--- src/rtl/mem_port_arbiter_pkg.sv ---
// ============================================================================
// Module : mem_port_arbiter_pkg
// Brief  : Shared constants and FSM state encoding for the memory port arbiter.
// Rev    : 1.0 - initial release
// ============================================================================
`default_nettype none

package mem_port_arbiter_pkg;

    localparam int INSTR_SIZE = 32;

    typedef enum logic [1:0] {
        ST_IDLE    = 2'd0,
        ST_SERVE_I = 2'd1,
        ST_SERVE_D = 2'd2
    } arb_state_e;

endpackage

`default_nettype wire

--- src/rtl/mem_arb_pick.sv ---
// ============================================================================
// Module : mem_arb_pick
// Brief  : Fetch/data winner selection; optional starvation guard enabled by
//          the ARB_STARVE_GUARD_EN macro.
// Rev    : 1.0 - initial release
// ============================================================================
`default_nettype none

module mem_arb_pick #(
    parameter int STARVE_MAX = 3
) (
`ifdef ARB_STARVE_GUARD_EN
    input  logic clk,
    input  logic rst,
`endif
    input  logic arb_en,
    input  logic if_req,
    input  logic d_req,
    output logic pick_i,
    output logic pick_d
);

    if (STARVE_MAX < 1) begin : g_starve_max_chk
        $error("mem_arb_pick: STARVE_MAX must be at least 1");
    end

`ifdef ARB_STARVE_GUARD_EN
    localparam int CNT_W = $clog2(STARVE_MAX + 1);

    logic [CNT_W-1:0] cnt_q;
    logic [CNT_W-1:0] cnt_d;
    logic             fetch_first;

    always_comb begin
        fetch_first = (cnt_q == CNT_W'(STARVE_MAX));
        pick_d      = arb_en & d_req & ~(if_req & fetch_first);
        pick_i      = arb_en & if_req & ~pick_d;
        cnt_d       = cnt_q;
        // A data win over a waiting fetch can only occur below the limit, so
        // the increment saturates naturally at STARVE_MAX.
        if (pick_i) begin
            cnt_d = '0;
        end else if (pick_d && if_req) begin
            cnt_d = cnt_q + CNT_W'(1);
        end
    end

    always_ff @(posedge clk or posedge rst) begin
        if (rst) begin
            cnt_q <= '0;
        end else begin
            cnt_q <= cnt_d;
        end
    end
`else
    always_comb begin
        pick_d = arb_en & d_req;
        pick_i = arb_en & if_req & ~d_req;
    end
`endif

endmodule

`default_nettype wire

--- src/rtl/mem_port_arbiter.sv ---
// ============================================================================
// Module : mem_port_arbiter
// Brief  : Arbitrates fetch and data requesters onto one single-port memory.
//          Define ARB_STARVE_GUARD_EN to bound fetch starvation.
// Rev    : 1.0 - initial release
// ============================================================================
`default_nettype none

module mem_port_arbiter
    import mem_port_arbiter_pkg::*;
#(
    parameter int ADDR_W     = INSTR_SIZE,
    parameter int STARVE_MAX = 3
) (
    input  logic              clk,
    input  logic              rst,
    input  logic              if_req,
    input  logic [ADDR_W-1:0] if_addr,
    output logic              if_gnt,
    output logic              if_valid,
    input  logic              d_req,
    input  logic              d_we,
    input  logic [ADDR_W-1:0] d_addr,
    input  logic [ADDR_W-1:0] d_wdata,
    output logic              d_gnt,
    output logic              d_valid,
    output logic [ADDR_W-1:0] rdata,
    output logic              m_req,
    output logic              m_we,
    output logic [ADDR_W-1:0] m_addr,
    output logic [ADDR_W-1:0] m_wdata,
    input  logic              m_ack,
    input  logic [ADDR_W-1:0] m_rdata
);

    arb_state_e        state_q, state_d;
    logic [ADDR_W-1:0] addr_q, addr_d;
    logic [ADDR_W-1:0] wdata_q, wdata_d;
    logic [ADDR_W-1:0] rdata_q, rdata_d;
    logic              we_q, we_d;
    logic              if_valid_q, if_valid_d;
    logic              d_valid_q, d_valid_d;
    logic              arb_en;
    logic              pick_i, pick_d;

    // Grants are combinational, so they are also masked while reset is held.
    assign arb_en = (state_q == ST_IDLE) & ~rst;

    mem_arb_pick #(
        .STARVE_MAX (STARVE_MAX)
    ) u_pick (
`ifdef ARB_STARVE_GUARD_EN
        .clk    (clk),
        .rst    (rst),
`endif
        .arb_en (arb_en),
        .if_req (if_req),
        .d_req  (d_req),
        .pick_i (pick_i),
        .pick_d (pick_d)
    );

    always_comb begin
        state_d    = state_q;
        addr_d     = addr_q;
        wdata_d    = wdata_q;
        rdata_d    = rdata_q;
        we_d       = we_q;
        if_valid_d = 1'b0;
        d_valid_d  = 1'b0;
        case (state_q)
            ST_IDLE: begin
                if (pick_d) begin
                    state_d = ST_SERVE_D;
                    addr_d  = d_addr;
                    we_d    = d_we;
                    wdata_d = d_wdata;
                end else if (pick_i) begin
                    state_d = ST_SERVE_I;
                    addr_d  = if_addr;
                    we_d    = 1'b0;
                    wdata_d = '0;
                end
            end
            ST_SERVE_I, ST_SERVE_D: begin
                if (m_ack) begin
                    state_d    = ST_IDLE;
                    rdata_d    = we_q ? '0 : m_rdata;
                    if_valid_d = (state_q == ST_SERVE_I);
                    d_valid_d  = (state_q == ST_SERVE_D);
                end
            end
            default: state_d = ST_IDLE;
        endcase
    end

    always_ff @(posedge clk or posedge rst) begin
        if (rst) begin
            state_q    <= ST_IDLE;
            addr_q     <= '0;
            wdata_q    <= '0;
            rdata_q    <= '0;
            we_q       <= 1'b0;
            if_valid_q <= 1'b0;
            d_valid_q  <= 1'b0;
        end else begin
            state_q    <= state_d;
            addr_q     <= addr_d;
            wdata_q    <= wdata_d;
            rdata_q    <= rdata_d;
            we_q       <= we_d;
            if_valid_q <= if_valid_d;
            d_valid_q  <= d_valid_d;
        end
    end

    assign if_gnt   = pick_i;
    assign d_gnt    = pick_d;
    assign if_valid = if_valid_q;
    assign d_valid  = d_valid_q;
    assign rdata    = rdata_q;
    assign m_req    = (state_q != ST_IDLE);
    assign m_we     = m_req & we_q;
    assign m_addr   = addr_q;
    assign m_wdata  = wdata_q;

endmodule

`default_nettype wire

--- config.mk ---
export PLATFORM = sky130hd
export DESIGN_NAME = mem_port_arbiter
export DESIGN_NICKNAME = d
export VERILOG_FILES = /design/src/rtl/mem_port_arbiter_pkg.sv /design/src/rtl/mem_arb_pick.sv /design/src/rtl/mem_port_arbiter.sv
export SDC_FILE = /design/constraint.sdc
export NUM_CORES = 1
export LEC_CHECK = 0
export CORE_MARGIN = 4
export CORE_UTILIZATION = 43
export DETAILED_ROUTE_END_ITERATION = 8
export PLACE_DENSITY = 0.86
export SLEW_MARGIN = 40
export SYNTH_ARGS = -nofsm -noshare
export SYNTH_HDL_FRONTEND = slang
export SYNTH_SLANG_ARGS = --single-unit
--- constraint.sdc ---
create_clock -name clk -period 8.9 [get_ports clk]
set_input_delay 1.78 -clock clk [delete_from_list [all_inputs] [get_ports clk]]
set_output_delay 1.78 -clock clk [all_outputs]
set_load 0.01 [all_outputs]
==> flow_summary_export.csv, run 1 <==
group,metric,value,unit
timing,timing.final.max_slew_violations,0,
clock_network,cts_inserted_buffers,9,
timing,fmax,192,MHz
clock_network,cts.repair_timing.setup_buffer_count,0,
clock_network,htree_num_levels,3,
pwr,total_leakage_power,0.00299,uW
pwr,pwr_density_cell,302,nW/um^2
drt,iter_0_drt_violations,290,
drt,route.detailed.wl_per_inst,18.5,um
floorplanning,floorplan.die_area,12400,sq um
synthesis,synth_seq_cells,101,
global_routing,grt_max_degree,65,
setup_path,cp_slowest_stage_delay,550,ps
pwr,ir_drop,174,uV
setup_path,setup.reg_to_reg.worst_slack,6600,ps
timing,setup_total_negative_slack,0,ps
drt,route.detailed.drc,0,
flow_run,max_cap_violations,0,
synthesis,synth.yosys.warnings,0,
floorplanning,placeable_core_area,10400,sq um
synthesis,netlist-cell-type-count,29,
drt,wl,14200,um
synthesis,async_flop_share,1.00,
final_layout,design.final.nets,767,
timing,report.final.setup_viol,0,
setup_path,reg2reg_depth,7,
synthesis,synth-edff-count,0,
clock_network,cts.clk_slew.worst_paths,90,ps
worst_hold_path,hp-class,"flip-flop to flip-flop",
setup_path,critical_path.slowest_cell,"sky130_fd_sc_hd__clkdlybuf4s50_1",
timing,rsz0062_at_grt,"false",
timing,slew_headroom,0.546,
timing,report.final.hold_viol_count,0,
placed_design,dp_hpwl,10300,um
final_layout,final_layout_size_suffix_gt1_frac,0.0442,
setup_path,worst_r2r_startpoint,"state_q[0]",
synthesis,register_area_share_after_synthesis,0.548,
clock_network,cts_hold_buf,0,
drt,avgViaCountPerCell,5.41,
synthesis,synthesis.nets,556,
pwr,p_total,2160,uW
synthesis,post_synth.cell_area_avg,11.0,sq um
timing,hold_ws,490,ps
floorplanning,core.rowCount,37,
setup_path,crit_arrival,3440,ps
timing,final.period_utilization,0.587,
clock_network,clock_sinks,101,
floorplanning,initial_cell_density_of_the_core,0.445,
clock_network,clockRootBuffer,"sky130_fd_sc_hd__clkbuf_8",
final_layout,area_growth,55.0,%
floorplanning,fp.dieW,112,um
synthesis,synth_cells,419,
setup_path,worstPathRequired,7120,ps
setup_path,timing.critical_path.fanout_max,39,
synthesis,synthesis.area,4610,sq um
final_layout,nFillCells,808,
drt,detailroute.via_count,4169,
placed_design,gp_congestion,0.826,
floorplanning,die_y,112,um
clock_network,ctsLongestPathBuffers,2,
clock_network,clock_latency_reported_for_the_late_side_of_the_worst_skew_pair,340,ps
global_routing,number_of_global_route_vias_before_repair,4281,
global_routing,initial_antenna_violation_count,0,
global_routing,first_pass_grt_wire_length,22500,um
final_layout,antenna-diode-count,0,
setup_path,r2r-end,"state_q[1]",
global_routing,grt_remaining_overflow,0,
setup_path,timing.setup.critical_path_class,"input pin to output port",
global_routing,globalRouteTotalUtil,0.222,
setup_path,worstSetupEndpointType,"output port",
clock_network,ctsResizeCount,0,
final_layout,final_util,0.689,
setup_path,worstPathCellList,"clkdlybuf4s50_1, buf_4, and3b_2, clkdlybuf4s50_1",
placed_design,port_buffers,235,
timing,tightestPinTransition,681,ps
setup_path,critical-path-top-cell-by-count,"sky130_fd_sc_hd__clkdlybuf4s50_1",
status,status,"finished, final reports clean",
setup_path,cp-startpoint,"d_req",
timing,worst_clock_skew,12.8,ps
synthesis,ys_dominant_reg_cell,"sky130_fd_sc_hd__dfrtp_1",
floorplanning,io_pins,236,
clock_network,cts_tree,"yes",
setup_path,critical_path.startpoint_type,"input pin",
setup_path,critical_path_destination,"d_gnt",
drt,drt_pre_antenna_iters,5,
drt,count_of_nets_left_with_antenna_violations_after_detail_routing,0,
timing,fin_crit,5220,ps
[layout by cell type (no fill, tap or decap)]
cell	netlist	layout
sky130_fd_sc_hd__buf_2	13	1
sky130_fd_sc_hd__a221o_1	28	28
sky130_fd_sc_hd__dfrtp_1	101	100
sky130_fd_sc_hd__ha_1	3	3
sky130_fd_sc_hd__o2bb2ai_1	4	4
sky130_fd_sc_hd__clkinv_2	0	2
sky130_fd_sc_hd__a31oi_1	1	1
sky130_fd_sc_hd__and3_1	1	1
sky130_fd_sc_hd__inv_1	4	3
sky130_fd_sc_hd__nand2_1	36	34
sky130_fd_sc_hd__bufinv_16	0	1
sky130_fd_sc_hd__nand2_2	0	1
sky130_fd_sc_hd__nor2b_1	1	1
sky130_fd_sc_hd__nand2_4	0	1
sky130_fd_sc_hd__a22o_1	33	33
sky130_fd_sc_hd__nand2b_1	61	61
sky130_fd_sc_hd__or2_1	1	1
sky130_fd_sc_hd__mux2_2	1	1
sky130_fd_sc_hd__inv_4	0	1
sky130_fd_sc_hd__and2_1	1	1
sky130_fd_sc_hd__nor2_1	2	2
sky130_fd_sc_hd__a31o_1	1	1
sky130_fd_sc_hd__o21ai_0	30	30
sky130_fd_sc_hd__a21oi_1	32	32
sky130_fd_sc_hd__o21a_1	1	1
sky130_fd_sc_hd__and3b_2	0	1
sky130_fd_sc_hd__buf_4	1	6
sky130_fd_sc_hd__clkbuf_8	0	9
sky130_fd_sc_hd__dfrtp_2	0	1
sky130_fd_sc_hd__nand4b_1	28	28
sky130_fd_sc_hd__clkinvlp_4	0	2
sky130_fd_sc_hd__inv_6	0	1
sky130_fd_sc_hd__and3b_1	5	4
sky130_fd_sc_hd__clkdlybuf4s50_1	0	234
sky130_fd_sc_hd__and2b_1	1	1
sky130_fd_sc_hd__o21ai_1	2	2
[critical path, delay by kind of cell]
family                 cells  cell delay, ps
buffers and inverters      3            1360
and+or+nand+nor            1             280
[logic make-up after synthesis]
logic type      after synthesis  synth area share
buf+inv                      45            0.0526
simple gates                137             0.183
compound gates              132             0.205
mux                           1           0.00244
fa+ha+maj                     3           0.00814
flops                       101             0.548
[cell usage after synthesis (all sizes together), types with 2 or more instances]
library cell	count	area, sq um
nand2	36	135
clkbuf	17	65.1
a22o	33	289
dfrtp	101	2530
and3b	5	43.8
ha	3	37.5
nand4b	28	245
o21ai	32	160
a21oi	32	160
inv	4	15.0
o2bb2ai	4	35.0
buf	24	163
a221o	28	280
nor2	2	7.51
nand2b	61	382
[final cells by class]
cell class	instances	area (sq um)	area share
sequential	101	2530	0.354
multi-input combinational	273	1850	0.259
clock buffer	9	124	0.0173
timing repair buffer	241	2390	0.335
inverter	4	17.5	0.00245
clock inverter	6	63.8	0.00893
tap	136	170	0.0238
[report_power, final]
| group | internal [uW] | switching (uW) | total, uW |
|---|---|---|---|
| registers | 670 | 161 | 832 |
| logic | 606 | 443 | 1050 |
| clock network | 129 | 152 | 281 |
[metrics by stage]
stage | area [sq um] | std cells | worst slack, ps
6_report | 7150 | 770 | 3680
5_1_grt | 7150 | 770 | 3560
4_1_cts | 7150 | 770 | 3280
3_5_place_dp | 6970 | 755 | 3290
3_3_place_gp | 6960 | 755 | 3320
2_1_floorplan | 4610 | 419 | 3860
[how the worst min path moves through the flow]
stage | start | endpoint | slack (ps) | depth (start not counted)
after floorplan | state_q[0] | state_q[0] | 490 | 2
after global placement | rdata[22] | rdata[22] | 460 | 2
after detailed placement | rdata[0] | rdata[0] | 470 | 2
after CTS | rdata[0] | rdata[0] | 500 | 2
after global routing | rdata[7] | rdata[7] | 510 | 2
final | rdata[4] | rdata[4] | 490 | 2
[state kept, by name, indices dropped and copies added, names as in the netlist]
signal    flops
d_valid       1
if_valid      1
m_addr       32
m_wdata      32
rdata        32
state_q       2
we_q          1
[routing by layer]
layer,share of wire,wire (um),vias to the layer above,track usage
met1,0.40,5630,2011,0.273
met5,0,0,-,0
met4,0.028,395,0,0.0811
met2,0.51,7260,187,0.384
li1,-,-,1941,-
met3,0.066,935,30,0.0478
Power figures use the tool's default switching activity.
==> run 2: changes to the inputs <==
- CORE_UTILIZATION: 43 -> 36
- PLACE_DENSITY: 0.86 -> 0.77
- clock period: 8.9 -> 4.7 ns (I/O delays scaled with it)
==> flow_summary_export.csv, run 2 (synthesis gave the netlist of run 1 again) <==
group,metric,value,unit
status,status,"finished, final reports clean",
pwr,combinationalPowerShare,0.447,
worst_hold_path,hp-class,"flip-flop to flip-flop",
clock_network,cts_inserted_buffers,9,
setup_path,top_delay_family_on_crit_path,"buffers and inverters",
final_layout,design.final.nets,769,
global_routing,grt_max_degree,75,
clock_network,ctsLongestPathBuffers,2,
clock_network,clock_sinks,101,
timing,report.final.setup_viol,0,
setup_path,critical_path.slowest_cell,"sky130_fd_sc_hd__clkdlybuf4s50_1",
clock_network,cts_tree,"yes",
final_layout,mostFrequentLayoutCell,"sky130_fd_sc_hd__clkdlybuf4s50_1",
pwr,pwr_density_cell,603,nW/um^2
timing,hold_ws,480,ps
floorplanning,placeable_core_area,12600,sq um
placed_design,place_ws,1150,ps
drt,met1_length,5880,um
timing,slew_headroom,0.537,
final_layout,area_growth,60.2,%
global_routing,first_pass_grt_wire_length,22500,um
timing,worst_clock_skew,4.05,ps
placed_design,port_buffers,235,
flow_run,max_cap_violations,0,
final_layout,final_layout_size_suffix_gt1_frac,0.0471,
floorplanning,core.rowCount,41,
clock_network,cts_hold_buf,0,
drt,met3_length,1150,um
setup_path,critical_path.startpoint_type,"input pin",
floorplanning,io_pins,236,
drt,drt_pre_antenna_iters,5,
final_layout,layout.cells.most_common_list,"234 x sky130_fd_sc_hd__clkdlybuf4s50_1, 100 x sky130_fd_sc_hd__dfrtp_1, 61 x sky130_fd_sc_hd__nand2b_1, 35 x sky130_fd_sc_hd__nand2_1, 33 x sky130_fd_sc_hd__a22o_1",
global_routing,number_of_global_route_vias_before_repair,4304,
setup_path,worstPathRequired,3760,ps
drt,highest_layer,"met4",
global_routing,initial_antenna_violation_count,0,
setup_path,worst_r2r_startpoint,"state_q[0]",
pwr,p_switching,1460,uW
setup_path,worstPathCellList,"clkdlybuf4s50_1, and2b_1, nand2_1, nor2_1, clkdlybuf4s50_1",
timing,timing.final.max_slew_violations,0,
clock_network,cts.clk_slew.worst_paths,70,ps
pwr,power_report.internal_total,3000,uW
placed_design,dp_hpwl,10300,um
clock_network,htree_num_levels,3,
setup_path,crit_arrival,2620,ps
setup_path,worstSetupEndpointType,"output port",
drt,iter_0_drt_violations,298,
timing,setup_total_negative_slack,0,ps
clock_network,cts.repair_timing.setup_buffer_count,0,
drt,route.detailed.wl_per_inst,17.8,um
drt,count_of_nets_left_with_antenna_violations_after_detail_routing,0,
setup_path,cp-startpoint,"rst",
timing,final.period_utilization,0.758,
timing,final_critical_path_setup_slack,1140,ps
global_routing,globalRouteTotalUtil,0.195,
drt,avgViaCountPerCell,5.14,
pwr,total_leakage_power,0.00307,uW
drt,route.detailed.drc,0,
floorplanning,floorplan.die_area,14700,sq um
timing,fin_crit,3560,ps
floorplanning,die_y,121,um
worst_hold_path,hp-start,"rdata[24]",
clock_network,clockRootBuffer,"sky130_fd_sc_hd__clkbuf_16",
clock_network,clock_latency_reported_for_the_late_side_of_the_worst_skew_pair,340,ps
timing,fmax,281,MHz
placed_design,gp_congestion,0.810,
final_layout,nFillCells,1062,
setup_path,path_buf_inv,2,
drt,met2RoutedLength,7050,um
final_layout,final_util,0.588,
floorplanning,initial_cell_density_of_the_core,0.367,
setup_path,timing.setup.critical_path_class,"input pin to output port",
final_layout,antenna-diode-count,0,
pwr,netSwitchingFraction,0.327,
clock_network,ctsResizeCount,0,
timing,report.final.hold_viol_count,0,
pwr,p_total,4460,uW
setup_path,critical-path-top-cell-by-count,"sky130_fd_sc_hd__clkdlybuf4s50_1",
drt,wl,14400,um
drt,detailroute.via_count,4159,
pwr,ir_drop,273,uV
timing,tightestPinTransition,695,ps
global_routing,grt_remaining_overflow,0,
setup_path,cp_slowest_stage_delay,620,ps
pwr,power_frac_seq,0.350,
setup_path,timing.critical_path.fanout_max,9,
pwr,power.clock.fraction,0.203,
floorplanning,fp.dieW,121,um
timing,rsz0062_at_grt,"false",
-- run 2: worst min-delay path, cell delays in order (launching register included) --
cell and delay (ps):
sky130_fd_sc_hd__dfrtp_1 340, sky130_fd_sc_hd__nand2_1 40, sky130_fd_sc_hd__o21ai_0 60
-- run 2: power groups by stage --
stage	registers, uW	clock network (uW)	logic [uW]
6_report	1560	906	1990
5_1_grt	1620	960	2150
4_1_cts	1560	930	2020
3_5_place_dp	1560	0	2020
3_3_place_gp	1550	0	1960
2_1_floorplan	1700	0	759
-- run 2: area by class of cell --
class                      count  area [sq um]  share of cell area
timing repair buffer         243          2410               0.326
sequential                   101          2530               0.342
clock buffer                   9           225              0.0305
tap                          172           215              0.0291
inverter                       4          17.5             0.00237
clock inverter                 7           145              0.0196
multi-input combinational    273          1850               0.250
-- run 2: routing by layer --
layer / global-route usage / vias to the layer above
met5: 0 / -
met4: 0.0665 / 0
met3: 0.0587 / 21
met2: 0.332 / 182
met1: 0.234 / 2006
li1: - / 1950
-- run 2: per-stage QoR --
step,cell area [sq um],std cells
2_1_floorplan,4610,419
3_3_place_gp,7010,793
3_5_place_dp,7020,793
4_1_cts,7390,809
5_1_grt,7390,809
6_report,7390,809
-- run 2: final timing paths --
path / to / slack (ps) / depth (start not counted)
min: rdata[24] / 480 / 2
min reg2reg: rdata[24] / 480 / 2
max in group asynchronous: we_q / 2500 / 3
max: if_gnt / 1140 / 5
max reg2reg: m_addr[16] / 2380 / 5
min in group asynchronous: rdata[12] / 1210 / 2
